==> src/rtl/dmem_port_arbiter.sv <==
// Two-master round-robin arbiter for the MIPS16 single-port data memory.
// Master 0 is the CPU data port, master 1 the debug/loader port. Supports a
// lock for atomic read-modify-write and routes one-cycle read data back to
// the master that issued the read.
module dmem_port_arbiter #(
    parameter int AW = 8,
    parameter int DW = 16
) (
    input  logic          clk_i,
    input  logic          reset_ni,
    input  logic          m0_req_i,
    input  logic          m1_req_i,
    input  logic          m0_we_i,
    input  logic          m1_we_i,
    input  logic          m0_lock_i,
    input  logic          m1_lock_i,
    input  logic [AW-1:0] m0_addr_i,
    input  logic [AW-1:0] m1_addr_i,
    input  logic [DW-1:0] m0_wdata_i,
    input  logic [DW-1:0] m1_wdata_i,
    output logic          m0_gnt_o,
    output logic          m1_gnt_o,
    output logic          m0_rvalid_o,
    output logic          m1_rvalid_o,
    output logic [DW-1:0] m0_rdata_o,
    output logic [DW-1:0] m1_rdata_o,
    output logic          mem_en_o,
    output logic          mem_we_o,
    output logic [AW-1:0] mem_addr_o,
    output logic [DW-1:0] mem_wdata_o,
    input  logic [DW-1:0] mem_rdata_i
);

    // Arbitration state: last winner, lock ownership, pending read return.
    logic last_q,       last_d;
    logic locked_q,     locked_d;
    logic lock_owner_q, lock_owner_d;
    logic rd_pend_q,    rd_pend_d;
    logic rd_tag_q,     rd_tag_d;

    // Grant decision for the current cycle.
    logic gnt_valid;
    logic gnt_sel;

    // Request/lock of whichever master currently owns the lock.
    logic owner_req;
    logic owner_lock;

    // Fields of the granted master.
    logic          sel_we;
    logic          sel_lock;
    logic [AW-1:0] sel_addr;
    logic [DW-1:0] sel_wdata;

    assign owner_req  = lock_owner_q ? m1_req_i  : m0_req_i;
    assign owner_lock = lock_owner_q ? m1_lock_i : m0_lock_i;

    assign sel_we    = gnt_sel ? m1_we_i    : m0_we_i;
    assign sel_lock  = gnt_sel ? m1_lock_i  : m0_lock_i;
    assign sel_addr  = gnt_sel ? m1_addr_i  : m0_addr_i;
    assign sel_wdata = gnt_sel ? m1_wdata_i : m0_wdata_i;

    // Pick the winner: lock owner only while locked, otherwise round-robin.
    always_comb begin
        // NOTE: every always_comb output gets a default first so no path leaves it unassigned (no latch).
        gnt_valid = 1'b0;
        gnt_sel   = 1'b0;
        if (locked_q) begin
            if (owner_req) begin
                gnt_valid = 1'b1;
                gnt_sel   = lock_owner_q;
            end
        end else if (m0_req_i && m1_req_i) begin
            gnt_valid = 1'b1;
            gnt_sel   = ~last_q;
        end else if (m0_req_i) begin
            gnt_valid = 1'b1;
            gnt_sel   = 1'b0;
        end else if (m1_req_i) begin
            gnt_valid = 1'b1;
            gnt_sel   = 1'b1;
        end
    end

    assign m0_gnt_o = gnt_valid & ~gnt_sel;
    assign m1_gnt_o = gnt_valid &  gnt_sel;

    // Memory strobes are only ever driven by a grant; idle bus is all zero.
    assign mem_en_o    = gnt_valid;
    assign mem_we_o    = gnt_valid & sel_we;
    assign mem_addr_o  = gnt_valid ? sel_addr  : '0;
    assign mem_wdata_o = gnt_valid ? sel_wdata : '0;

    // Next-state: record winner, update lock, queue the read return.
    always_comb begin
        last_d       = last_q;
        locked_d     = locked_q;
        lock_owner_d = lock_owner_q;
        rd_pend_d    = 1'b0;
        rd_tag_d     = rd_tag_q;
        if (gnt_valid) begin
            last_d       = gnt_sel;
            locked_d     = sel_lock;
            lock_owner_d = gnt_sel;
            rd_pend_d    = ~sel_we;
            rd_tag_d     = gnt_sel;
        end else if (locked_q && !owner_req && !owner_lock) begin
            // Owner walked away without finishing its sequence.
            locked_d = 1'b0;
        end
    end

    // State register; reset makes master 0 win the first contention.
    always_ff @(posedge clk_i or negedge reset_ni) begin
        if (!reset_ni) begin
            last_q       <= 1'b1;
            locked_q     <= 1'b0;
            lock_owner_q <= 1'b0;
            rd_pend_q    <= 1'b0;
            rd_tag_q     <= 1'b0;
        end else begin
            // NOTE: sequential state uses non-blocking assignments so all registers update together.
            last_q       <= last_d;
            locked_q     <= locked_d;
            lock_owner_q <= lock_owner_d;
            rd_pend_q    <= rd_pend_d;
            rd_tag_q     <= rd_tag_d;
        end
    end

    // Read return goes only to the tagged master; the other sees zeros.
    assign m0_rvalid_o = rd_pend_q & ~rd_tag_q;
    assign m1_rvalid_o = rd_pend_q &  rd_tag_q;
    assign m0_rdata_o  = m0_rvalid_o ? mem_rdata_i : '0;
    assign m1_rdata_o  = m1_rvalid_o ? mem_rdata_i : '0;

endmodule

==> config.mk <==
export PLATFORM = sky130hd
export DESIGN_NAME = dmem_port_arbiter
export DESIGN_NICKNAME = d
export VERILOG_FILES = /design/src/rtl/dmem_port_arbiter.sv
export SDC_FILE = /design/constraint.sdc
export NUM_CORES = 1
export LEC_CHECK = 0
export CAP_MARGIN = 20
export CORE_ASPECT_RATIO = 1.4
export CORE_MARGIN = 1.5
export CORE_UTILIZATION = 23
export DETAILED_ROUTE_END_ITERATION = 10
export PLACE_DENSITY = 0.87
export SLEW_MARGIN = 5
export SYNTH_ARGS = -nofsm -noshare
export SYNTH_HDL_FRONTEND = slang
export SYNTH_SLANG_ARGS = --single-unit
==> constraint.sdc <==
create_clock -name clk_i -period 2.7 [get_ports clk_i]
set_input_delay 0.54 -clock clk_i [delete_from_list [all_inputs] [get_ports clk_i]]
set_output_delay 0.54 -clock clk_i [all_outputs]
set_load 0.005 [all_outputs]
* Yosys cells after proc, flatten, opt, wreduce, memory -nomap -nowiden
Index checks and enable logic that the tools add are counted.
** Operators by class
- Bitwise gates (word level) :: 9
- Mux-type cells :: 22
- Reduce and logical (&&, ||, !) cells :: 6
** Operators with widths (number)
- $mux W16 :: 4
- $mux W1 :: 16
- $mux W8 :: 2
- $and A1 B1 Y1 :: 5
- $not A1 Y1 :: 4
- $logic_and A1 B1 Y1 :: 3
- $logic_not A1 Y1 :: 2
- $reduce_bool A2 Y1 :: 1
** Storage, ports and cells
- Output and inout bits :: 62
- Input bits :: 72
- Bits in registers :: 4

* Longest topological paths before layout
Gate-level depths: netlist (run 1).
- Depth in word-level cells :: 7
- Gate-level depth with buffers :: 5
- Depth with buffers taken out :: 3

* Worst setup path before layout (run 1)
OpenSTA, ideal clock, no wires.
- Path type :: input-to-output
- Start point :: input m1_req_i
- End point :: output mem_wdata_o[10]
- Data required time :: 2160 ps
- Path slack :: 874 ps
- Data arrival time :: 1286 ps
- Cell stages on the path :: 5
- Cells stage by stage :: inv_2 -> o31a_1 -> buf_6 -> buf_6 -> a22o_1
** On the way
- Word-level cells in the longest chain between the ends :: 6
** RTL lines
- start, declared :: RTL line 12 : input logic m1_req_i,
- $mux W1 :: RTL line 79 : end else if (m1_req_i) begin
- $mux W1 :: RTL line 76 : end else if (m0_req_i) begin
- $mux W1 :: RTL line 73 : end else if (m0_req_i && m1_req_i) begin
- $mux W1 :: RTL line 68 : if (locked_q) begin
- $mux W16 :: RTL line 61 : assign sel_wdata = gnt_sel ? m1_wdata_i : m0_wdata_i;
- $mux W16 (*) :: RTL line 92 : assign mem_wdata_o = gnt_valid ? sel_wdata : '0;
- end, declared :: RTL line 30 : output logic [DW-1:0] mem_wdata_o,
Every way passes the cells marked *; elsewhere a longest branch is shown, timed or not.

* Final worst setup path (run 1)
- Start point :: input m1_req_i
- End point :: output mem_wdata_o[6]
Same word-level chain as after synthesis.

==> results of run 1 <==
[layout make-up]
cell class | instances | area (um2) | share of cell area [%]
clock buffer | 4 | 45.0 | 2.01
sequential | 4 | 101 | 4.52
multi-input combinational | 78 | 583 | 26.0
tap | 39 | 48.8 | 2.18
inverter | 5 | 18.8 | 0.837
timing repair buffer | 150 | 1450 | 64.5
[per-layer routing]
layer	wire [um]	global-route usage (%)	share of wire, %	vias to the layer above
met2	2200	42.2	54	88
met4	59	7.02	1.5	0
met3	419	6.46	10	6
li1	-	-	-	653
met5	0	0	0	-
met1	1380	22.9	34	583
[cell usage after synthesis, drive strengths merged]
library cell	n
o31a	1
o21ai	1
clkbuf	3
a21boi	1
o31ai	1
nand3b	1
nor2b	2
and2	18
and3b	1
and3	17
a31o	1
a21oi	3
inv	5
dfrtp	3
nand4	1
buf	7
o22ai	1
a22o	25
dfstp	1
nand2	1
nand2b	2
[through the flow]
| stage | cell area (um2) | TNS, ps | setup slack (ps) |
|---|---|---|---|
| finish | 2240 | 0 | 187 |
| global route | 2240 | 0 | 137 |
| CTS | 2220 | 0 | 51.3 |
| detailed placement | 2160 | -2390 | -154 |
| global placement | 2160 | -2040 | -132 |
| floorplan | 772 | 0 | 874 |
[timing repair]
action / CTS / global route
resized for setup: 29 / 1
pin swaps: 1 / 0
gates cloned: 1 / 0
setup endpoints to repair: 25 / 3
endpoints found under the hold margin: 0 / 0
setup buffers: 3 / 3
[cell usage in the layout, fill, tap and decap left out, types with 2 or more instances in the layout]
cell / n
and3_1: 16
a22o_1: 25
clkdlybuf4s50_1: 106
dfrtp_1: 3
a21oi_1: 3
dlygate4sd2_1: 26
and3_4: 2
clkbuf_8: 3
buf_4: 15
nor2b_1: 2
and2_1: 18
inv_1: 4
[report_power, final]
| group | total [uW] | switching [uW] | internal [uW] |
|---|---|---|---|
| logic | 931 | 347 | 584 |
| registers | 120 | 32.3 | 87.4 |
| clock network | 138 | 37.0 | 101 |
[logic make-up (layout without fill, tap and decap cells)]
kind of cell	Yosys count	count (layout)	synth area share, %
and+or+nand+nor	43	44	37.6
AOI/OAI and AO/OA	34	34	36.0
buffers and inverters	15	159	13.3
DFF	4	4	13.1
[worst paths after layout]
kind | from | to | cells past startpoint
max | m1_req_i | mem_wdata_o[6] | 7
max reg2reg | locked_q | rd_tag_q | 5
min in group asynchronous | reset_ni | locked_q | 1
min reg2reg | last_q | last_q | 2
min | last_q | last_q | 2
max in group asynchronous | reset_ni | last_q | 1
[flip-flops by register name, indices dropped and copies added (netlist names)]
name	cells
last_q	1
locked_q	1
rd_pend_q	1
rd_tag_q	1
[tightest hold or removal path, cell delays in order (launching register included)]
cell and delay, ps:
dfstp_2 390, inv_1 60, a21oi_1 50
==> flow_metrics.py, run 1 <==
metrics = {
    "global_route": {
        "grt_overflow": 0,
        "grt_antenna_before_repair": 0,
        "grt_pass1_vias": 1359,
        "track_usage_pct": 22.4,
        "grt_pass1_wl_mm": 6.33,
        "grt_max_degree": 21,
    },
    "logic_synthesis": {
        "ys_warn_count": 0,
        "synth_nets": 168,
        "yosysSeqAreaShare_pct": 13.1,
        "synthTopCellsByArea": "a22o_1, and2_1, and3_1, dfrtp_1, buf_6",
        "avgSynthCellArea_um2": 8.04,
        "synthesis.area_um2": 772,
        "netlist_instances": 96,
        "synth_largest_area_cell": "a22o_1",
        "synth.distinct_cells": 25,
        "synth_top_area_share_pct": 28.4,
        "synth_seq_cells": 4,
    },
    "sta": {
        "finalCritPeriodShare_pct": 93.1,
        "timing.fmax_ghz": 0.398,
        "finClkSkew_ps": 0.0663,
        "layout_min_cycle_time_ps": 2510,
        "worstMarginPinSlew_ps": 272,
        "holdWs_ps": 501,
        "slew_headroom_pct": 81.9,
        "setup_viol": 0,
        "final_max_slew_viol_count": 0,
        "rsz0062_at_grt": "no",
        "hold_viol_final": 0,
    },
    "floorplanning": {
        "die-area_um2": 3720,
        "dieHeight_um": 71.6,
        "core_um2": 3150,
        "io-pin-count": 134,
        "dieWidth_um": 52.0,
        "rows": 24,
        "start_util_pct": 24.5,
    },
    "worst_setup_path": {
        "cp_top_family": "buffers and inverters",
        "slowest_stage": "o31a_1",
        "regToRegSetupSlack_ps": 1280,
        "critical_path.cell_chain": "dlygate4sd2_1 -> inv_2 -> o31a_1 -> buf_6 -> buf_4 -> a22o_1 -> dlygate4sd2_1",
        "crit_path_max_incr_delay_ps": 350,
        "crit_buf_inv": 5,
        "cp-end-kind": "output pin",
        "cp_common_cell": "dlygate4sd2_1",
        "start_kind": "primary input",
        "path_class": "primary input to output pin",
        "critPathMaxFanout": 4,
        "crit_arrival_ps": 1970,
        "cp.required_ps": 2160,
    },
    "clock_network": {
        "root_buffer": "clkbuf_8",
        "clockBufferDepth": 2,
        "cts_tree": "done",
        "hold_buffers": 0,
        "htreeDepth": 1,
        "clk_pin_slew_ps": 30,
        "clkLatencyLatePin_ps": 220,
        "cts_sinks": 4,
        "cts_buffers": 3,
    },
    "placement": {
        "port_buffers": 133,
        "place_congestion": 0.824,
        "post-dp-hpwl_mm": 3.36,
        "dp.cells": 269,
    },
    "cells_and_area": {
        "fill_cells": 277,
        "fin_cells": 280,
        "syn2layout_area_growth_pct": 190,
        "antenna_cells": 0,
        "fin_nets": 314,
        "fin_util_pct": 71.1,
        "drive_gt1_share_pct": 11.6,
    },
    "drt": {
        "vias": 1330,
        "antenna_left": 0,
        "via_per_inst": 4.75,
        "wl_per_cell_um": 14.5,
        "drc": 0,
        "wirelength_mm": 4.06,
        "drt_iter0_markers": 16,
        "drt_pre_antenna_iters": 3,
    },
    "flow_run": {
        "cap_violations": 0,
    },
    "hold_path": {
        "min_path_type": "register to register",
    },
    "run_status": {
        "status": "completed",
    },
    "pwr": {
        "power_leakage_uw": 0.00106,
        "power.total_uw": 1190,
        "vdd_drop_max_uv": 318,
        "power.density_nw_per_um2": 530,
    },
}
Power figures use the tool's default switching activity.
==> inputs of run 2 (changes only) <==
--- a/config.mk
+++ b/config.mk
@@ -10,6 +10,7 @@
 export CORE_MARGIN = 1.5
 export CORE_UTILIZATION = 23
 export DETAILED_ROUTE_END_ITERATION = 10
+export MAX_ROUTING_LAYER = met4
 export PLACE_DENSITY = 0.87
 export SLEW_MARGIN = 5
 export SYNTH_ARGS = -nofsm -noshare
==> run 2 against run 1 <==
  * Worst hold slack about the same
  * Critical endpoint is now mem_wdata_o[10]
  * Cell area is the same
  * Non-clock buffer count did not move
  * Power up 0.25%
  * Flip-flop and latch count did not move
  * Count of clock-buffer cells in the layout stayed put
==> flow_metrics.py, run 2 (synthesis gave the netlist of run 1 again) <==
metrics = {
    "cells_and_area": {
        "multi_input_area_um2": 583,
        "syn2layout_area_growth_pct": 190,
        "regArea_um2": 101,
        "fill_cells": 277,
        "layout_commonest_cell": "clkdlybuf4s50_1",
        "fin_util_pct": 71.1,
        "fin_cells": 280,
        "drive_gt1_share_pct": 11.6,
        "fin_nets": 314,
        "mostFrequentLayoutCells": "clkdlybuf4s50_1, dlygate4sd2_1, a22o_1",
        "fin_area_um2": 2240,
        "antenna_cells": 0,
    },
    "pwr": {
        "power.density_nw_per_um2": 532,
        "power.total_uw": 1190,
        "vdd_drop_max_uv": 322,
        "power_leakage_uw": 0.00106,
    },
    "run_status": {
        "status": "completed",
    },
    "drt": {
        "via_per_inst": 4.75,
        "wl_per_cell_um": 14.6,
        "met2_wirelength_mm": 2.18,
        "wirelength_mm": 4.08,
        "met1Wirelength_mm": 1.46,
        "drt_iter0_markers": 25,
        "wl_met3_um": 365,
        "drt_pre_antenna_iters": 4,
        "dr.max_layer_used": "met4",
        "antenna_left": 0,
        "drc": 0,
        "vias": 1331,
    },
    "clock_network": {
        "cts_tree": "done",
        "clk_pin_slew_ps": 30,
        "hold_buffers": 0,
        "cts_sinks": 4,
        "clkLatencyLatePin_ps": 230,
        "htreeDepth": 1,
        "cts_buffers": 3,
        "clockBufferDepth": 2,
        "root_buffer": "clkbuf_8",
    },
    "sta": {
        "final_max_slew_viol_count": 0,
        "slew_headroom_pct": 82.2,
        "worstMarginPinSlew_ps": 267,
        "finClkSkew_ps": 0.242,
        "hold_viol_final": 0,
        "layout_min_cycle_time_ps": 2510,
        "holdWs_ps": 502,
        "finalCritPeriodShare_pct": 92.9,
        "rsz0062_at_grt": "no",
        "timing.fmax_ghz": 0.399,
        "setup_viol": 0,
    },
    "global_route": {
        "grt_overflow": 0,
        "grt_pass1_vias": 1356,
        "grt_pass1_wl_mm": 6.32,
        "track_usage_pct": 23.2,
        "grt_max_degree": 21,
        "grt_antenna_before_repair": 0,
    },
    "worst_setup_path": {
        "cp-end-kind": "output pin",
        "start_kind": "primary input",
        "cp-startpoint": "m1_req_i",
        "ff2ff_path_depth": 5,
        "cp.required_ps": 2160,
        "critPathMaxFanout": 15,
        "path_class": "primary input to output pin",
        "crit_arrival_ps": 1970,
        "r2r-start": "locked_q",
    },
    "placement": {
        "post-dp-hpwl_mm": 3.36,
        "place_congestion": 0.836,
        "dpl_cell_area_um2": 2160,
        "dp.cells": 269,
        "port_buffers": 133,
    },
    "floorplanning": {
        "die-area_um2": 3720,
        "io-pin-count": 134,
        "dieWidth_um": 52.0,
        "core_um2": 3150,
        "start_util_pct": 24.5,
        "dieHeight_um": 71.6,
        "rows": 24,
    },
    "hold_path": {
        "min_path_type": "register to register",
        "min_path_cells": 2,
        "hp-start": "last_q",
    },
    "flow_run": {
        "cap_violations": 0,
    },
}
[run 2: worst paths after layout]
check,slack (ps),end
min in group asynchronous,520,locked_q
max,190,mem_wdata_o[10]
min reg2reg,500,last_q
min,500,last_q
max in group asynchronous,1940,last_q
max reg2reg,1280,rd_tag_q
[run 2: repair_timing]
action                     4_1_cts  5_1_grt
setup buffers                    3        3
pin swaps                        1        0
setup endpoints to repair       25        3
gates resized for setup         29        1
gates cloned                     1        0
hold endpoints to repair         0        0
[run 2: worst max-delay path, stage by stage]
cell and delay [ps]:
dlygate4sd2_1 290, inv_2 50, o31a_1 350, buf_12 160, buf_4 140, a22o_1 170
dlygate4sd2_1 270
[run 2: layout make-up]
class	instances	share of cell area (%)
well taps	39	2.18
flip-flops and latches	4	4.52
inverters	5	0.837
clock buffers	4	2.01
multi-input cells	78	26.0
repair buffers	150	64.5
[run 2: where the power goes]
part	internal, uW	switching, uW
clock network	101	38.7
logic	584	348
registers	87.4	32.0
total	773	419
[run 2: through the flow]
| stage | TNS, ps | setup WS [ps] |
|---|---|---|
| 6_report | 0 | 192 |
| 4_1_cts | 0 | 51.3 |
| 2_1_floorplan | 0 | 874 |
| 3_3_place_gp | -2040 | -132 |
| 3_5_place_dp | -2390 | -154 |
| 5_1_grt | 0 | 137 |
[run 2: layer usage]
metal  vias to the layer above  global-route usage (%)
met3                         7                    5.00
li1                        657                       -
met4                         0                    7.02
met2                        89                    41.9
met1                       578                    24.4
met5                         -                       -
==> variant 1: new RTL, config.mk and constraints of run 1 <==
Change the parameter `AW` from 8 to 10.
--- a/src/rtl/dmem_port_arbiter.sv
+++ b/src/rtl/dmem_port_arbiter.sv
@@ -5,3 +5,3 @@
 module dmem_port_arbiter #(
-    parameter int AW = 8,
+    parameter int AW = 10,
     parameter int DW = 16
Interface: changed (resized m0_addr_i, m1_addr_i and mem_addr_o); port bits go from 134 to 140. No check against the original RTL was run, so the function may have changed too.
==> variant 1 against run 1 <==
  * Wire length grew 1.1%
  * Final area grew 7.1%
  * Non-clock buffer count grew 9
  * Sequential cell count is the same
  * First-iteration DRC count shrank 6.3%
  * Count of clock-buffer cells in the layout is the same
  * Worst setup slack lost 0.041 ns
  * Final cell count grew 3.6%
  * Synthesized area grew 0.81%
  * Fmax shrank 1.6%
  * Total power grew 7.0%
  * Combinational power grew 7%
  * Critical path type is now register to output port
  * Largest cell class unchanged
  * Largest power group unchanged
==> variant 1: results (changes against run 1) <==
synth_cell_types: 24  # was 25
cts_buffers: 3  # unchanged
grt_pass1_wl_um: 5980  # was 6330 µm
wirelength_um: 4110  # was 4060 µm
cp.arrival_ns: 2.01  # was 1.97 ns
ys.flop_type: "dfrtp_1"  # unchanged
hpwl_um: 3180  # was 3360 µm
path_clk_slew_ns: 0.03  # about the same
grt.met2_usage: 0.401  # was 0.422
fill_cells: 244  # was 277
place_congestion: 0.835  # was 0.824
netlist_top_cells_count: "a22o_1, and2_1, and3_1"  # unchanged
path_max_fanout: 12  # was 4
num_vias: 1409  # was 1,330
grt_pass1_vias: 1329  # was 1,359
yosysWarnings: 0  # unchanged
grt_max_degree: 27  # was 21
drt_pass1_iterations: 4  # was 3
drive_above_1_share: 0.112  # was 0.116
nets: 328  # was 314
antenna_found_initial: 0  # unchanged
status: "completed"  # unchanged
drtIter0Drc: 15  # was 16
clock_skew_ns: 0.00131  # was 0.0000663 ns
clock_latency_ns: 0.22  # about the same
ys_seq_area_frac: 0.130  # was 0.131
grtUsageMet3: 0.0729  # was 0.0646
ir_drop_mv: 0.367  # was 0.318 mV
h-tree-depth: 1  # unchanged
p_leak_uw: 0.00118  # was 0.00106 µW
cts_buffer_depth: 2  # unchanged
multi_input_area_um2: 598  # was 583 µm²
synth_fp_nets: 174  # was 168
grt_usage: 0.207  # was 0.224
dpl_cell_area_um2: 2260  # was 2160 µm²
synthArstFlopShare: 1.00  # unchanged
hp-class: "register to register"  # unchanged
diodes: 0  # unchanged
root_buffer: "clkbuf_8"  # unchanged
ys_top_cells_by_area: "a22o_1, and2_1, and3_1"  # unchanged
drc: 0  # unchanged
io_buffers: 139  # was 133
tightest_slew_ns: 0.417  # was 0.272 ns
use_met1: 0.188  # was 0.229
-- variant 1: cell types whose count changed after synthesis --
cell      before  now
and2b_1        0    1
inv_2          1    0
and3_1        16   17
and3_4         1    0
buf_6          6    5
a31o_2         1    0
inv_1          4    5
clkbuf_1       3    4
nor2b_1        2    1
a22o_1        25   27
a31o_1         0    1
-- variant 1: report_power, final --
part / switching [µW] / total (µW) / internal (µW)
Clock: 36.1 / 137 / 101
Combinational: 349 / 1000 / 654
Sequential: 45.7 / 133 / 87.2
Total: 430 / 1270 / 842
-- variant 1: per-stage QoR --
step	power (µW)	instances	setup WS, ns	hold WS, ns
2_1_floorplan	514	98	0.849	0.244
3_3_place_gp	1100	279	-0.186	0.498
3_5_place_dp	1110	279	-0.185	0.503
4_1_cts	1200	283	-0.150	0.507
5_1_grt	1360	290	0.0924	0.531
6_report	1270	290	0.145	0.511
-- variant 1: final timing paths --
| check | from | end | slack (ns) | depth (start not counted) |
|---|---|---|---|---|
| setup / recovery | rd_tag_q | mem_addr_o[8] | 0.15 | 5 |
| hold / removal | last_q | last_q | 0.51 | 2 |
| setup reg to reg | rd_tag_q | rd_pend_q | 1.19 | 4 |
| hold reg to reg | last_q | last_q | 0.51 | 2 |
| max in group asynchronous | reset_ni | last_q | 1.94 | 1 |
| min in group asynchronous | reset_ni | rd_pend_q | 0.52 | 1 |
-- variant 1: per-layer routing --
metal,part of all wire,vias to the layer above
met2,0.54,111
met5,0,-
met3,0.13,5
li1,-,676
met4,0.013,0
met1,0.32,617
-- variant 1: layout make-up --
cell class | instances | share of cell area
inverters | 5 | 0.00782
repair buffers | 159 | 0.662
multi-input cells | 79 | 0.249
well taps | 39 | 0.0203
clock buffers | 4 | 0.0188
flip-flops and latches | 4 | 0.0422
-- variant 1: cell families after synthesis --
group,after synthesis,synth area share
DFF,4,0.130
AOI/OAI and AO/OA,36,0.379
and+or+nand+nor,43,0.368
buffers and inverters,15,0.122
-- variant 1: worst max-delay path: stages, from the launching register on --
cell             delay (ns)
dfrtp_1                0.48
nand2b_2               0.28
and3_4                 0.22
buf_12                 0.14
a22o_1                 0.23
clkdlybuf4s50_1        0.44
-- variant 1: timing repair --
item                                   4_1_cts  5_1_grt
endpoints found under the hold margin        0        0
setup endpoints to repair                   28        6
setup buffers                                0        5
pin swaps                                    0        1
gates cloned                                 0        2
gates resized for setup                     24        7
==> variant 2: new RTL, flow settings as in run 1 <==
Without the edit above. Make the reset (`reset_ni`) synchronous in one clocked block.
--- a/src/rtl/dmem_port_arbiter.sv
+++ b/src/rtl/dmem_port_arbiter.sv
@@ -113,3 +113,3 @@
     // State register; reset makes master 0 win the first contention.
-    always_ff @(posedge clk_i or negedge reset_ni) begin
+    always_ff @(posedge clk_i) begin
         if (!reset_ni) begin
Formal check against the unedited RTL: differs if reset_ni is asserted again (counterexample within 4 cycles, from zero or initial values and one cycle with reset_ni low); with reset_ni held inactive, the same outputs for 10 cycles.
==> variant 2 against run 1 <==
  * Wire length rose by 10%
  * Sequential cell count did not move
  * Utilization rose by 0.48 points
  * Clock skew rose by 0.0025 ns
  * Die area did not move
  * Final area rose by 0.67%
  * Non-clock buffer count fell by 3
  * Synthesized area did not move
  * Via count rose by 2.7%
  * Worst setup slack got worse by 0.091 ns
  * Synthesized cell count rose by 3.1%
Power is not compared: it rests on default switching activity, and its combinational part moved more than twofold at a synthesized area within 25%.
==> variant 2: results (changes against run 1) <==
p_leak_uw: 0.00104
critPathLaunch: "m0_req_i"  # was m1_req_i
grt_max_degree: 27  # was 21
clock_skew_ns: 0.00252  # was 0.0000663 ns
fill_cells: 280  # was 277
ys_top_cells_by_area: "a22o_1, and2_1, and3_1"  # unchanged
crit_end: "mem_wdata_o[4]"  # was mem_wdata_o[6]
ys.flop_type: "dfxtp_1"  # was dfrtp_1
yosysWarnings: 0  # unchanged
syn_area_per_cell_um2: 7.80  # was 8.04 µm²
tightest_slew_ns: 0.361  # was 0.272 ns
ys_seq_area_frac: 0.104  # was 0.131
wirelength_um: 4480  # was 4060 µm
cp.arrival_ns: 2.06  # was 1.97 ns
dp_cells: 273  # was 269
via_per_inst: 4.88  # was 4.75
synth_fp_nets: 171  # was 168
drive_above_1_share: 0.0996  # was 0.116
nets: 315  # was 314
status: "completed"  # unchanged
drtIter0Drc: 45  # was 16
path_max_fanout: 7  # was 4
wl_per_cell_um: 16.0  # was 14.5 µm
dpl_cell_area_um2: 2200  # was 2160 µm²
grt_pass1_vias: 1226  # was 1,359
drt_pass1_iterations: 4  # was 3
ir_drop_mv: 0.278
r2r-start: "locked_q"  # unchanged
grt_usage: 0.218  # was 0.224
rr_worst_depth: 6  # was 5
r2r_setup_slack_ns: 1.04  # was 1.28 ns
timing.rr.end: "last_q"  # was rd_tag_q
hpwl_um: 3520  # was 3360 µm
synth_cell_types: 28  # was 25
grt_pass1_wl_um: 6130  # was 6330 µm
synthArstFlopShare: 0  # was 1.00
place_congestion: 0.744  # was 0.824
[variant 2: kinds of logic (layout without fill, tap and decap cells)]
group / Yosys count / after routing / share of synthesized area
compound gates: 31 / 31 / 0.360
buf+inv: 14 / 155 / 0.105
flops: 4 / 4 / 0.104
mux: 1 / 1 / 0.0130
simple gates: 49 / 50 / 0.418
[variant 2: cell type report]
type	instances	area [µm²]	share of cell area
multi-input combinational	82	636	0.282
timing repair buffer	147	1430	0.635
clock buffer	3	41.3	0.0183
tap	39	48.8	0.0216
sequential	4	80.1	0.0355
inverter	5	18.8	0.00831
[variant 2: power breakdown]
group          switching, µW  internal [µW]
sequential              6.29           65.4
combinational            133            256
clock                   33.8           95.3
[variant 2: worst min path at each step]
stage                start  endpoint  slack [ns]  cells past startpoint
floorplan           last_q    last_q        0.44                      1
global route        last_q    last_q        0.54                      1
finish              last_q    last_q        0.52                      1
detailed placement  last_q    last_q        0.51                      1
global placement    last_q    last_q        0.49                      1
CTS                 last_q    last_q        0.52                      1
[variant 2: per-layer routing]
metal | track usage | wire [µm] | vias up
li1 | - | - | 668
met1 | 0.231 | 1670 | 629
met2 | 0.399 | 2430 | 63
met3 | 0.0688 | 315 | 6
met4 | 0.0643 | 70 | 0
met5 | 0 | 0 | -
[variant 2: critical path, cell delays in order]
cell             delay (ns)
clkdlybuf4s50_1        0.47
and3b_2                0.23
nor3_4                 0.06
buf_12                 0.14
buf_4                  0.13
a22o_1                 0.22
dlygate4sd2_1          0.27
[variant 2: stage by stage]
step	setup slack, ns	utilization	TNS [ns]
floorplan	0.675	-	0
global placement	-0.207	0.697	-4.34
detailed placement	-0.235	0.697	-4.90
CTS	-0.0259	0.704	-0.0259
global route	0.0599	0.716	0
finish	0.0958	0.716	0
[variant 2: what timing repair did]
item                                    CTS  global route
gates cloned                              0             1
buffers inserted                          0             4
pin swaps                                 1             2
endpoints found under the setup margin   26            26
gates resized for setup                  29             9
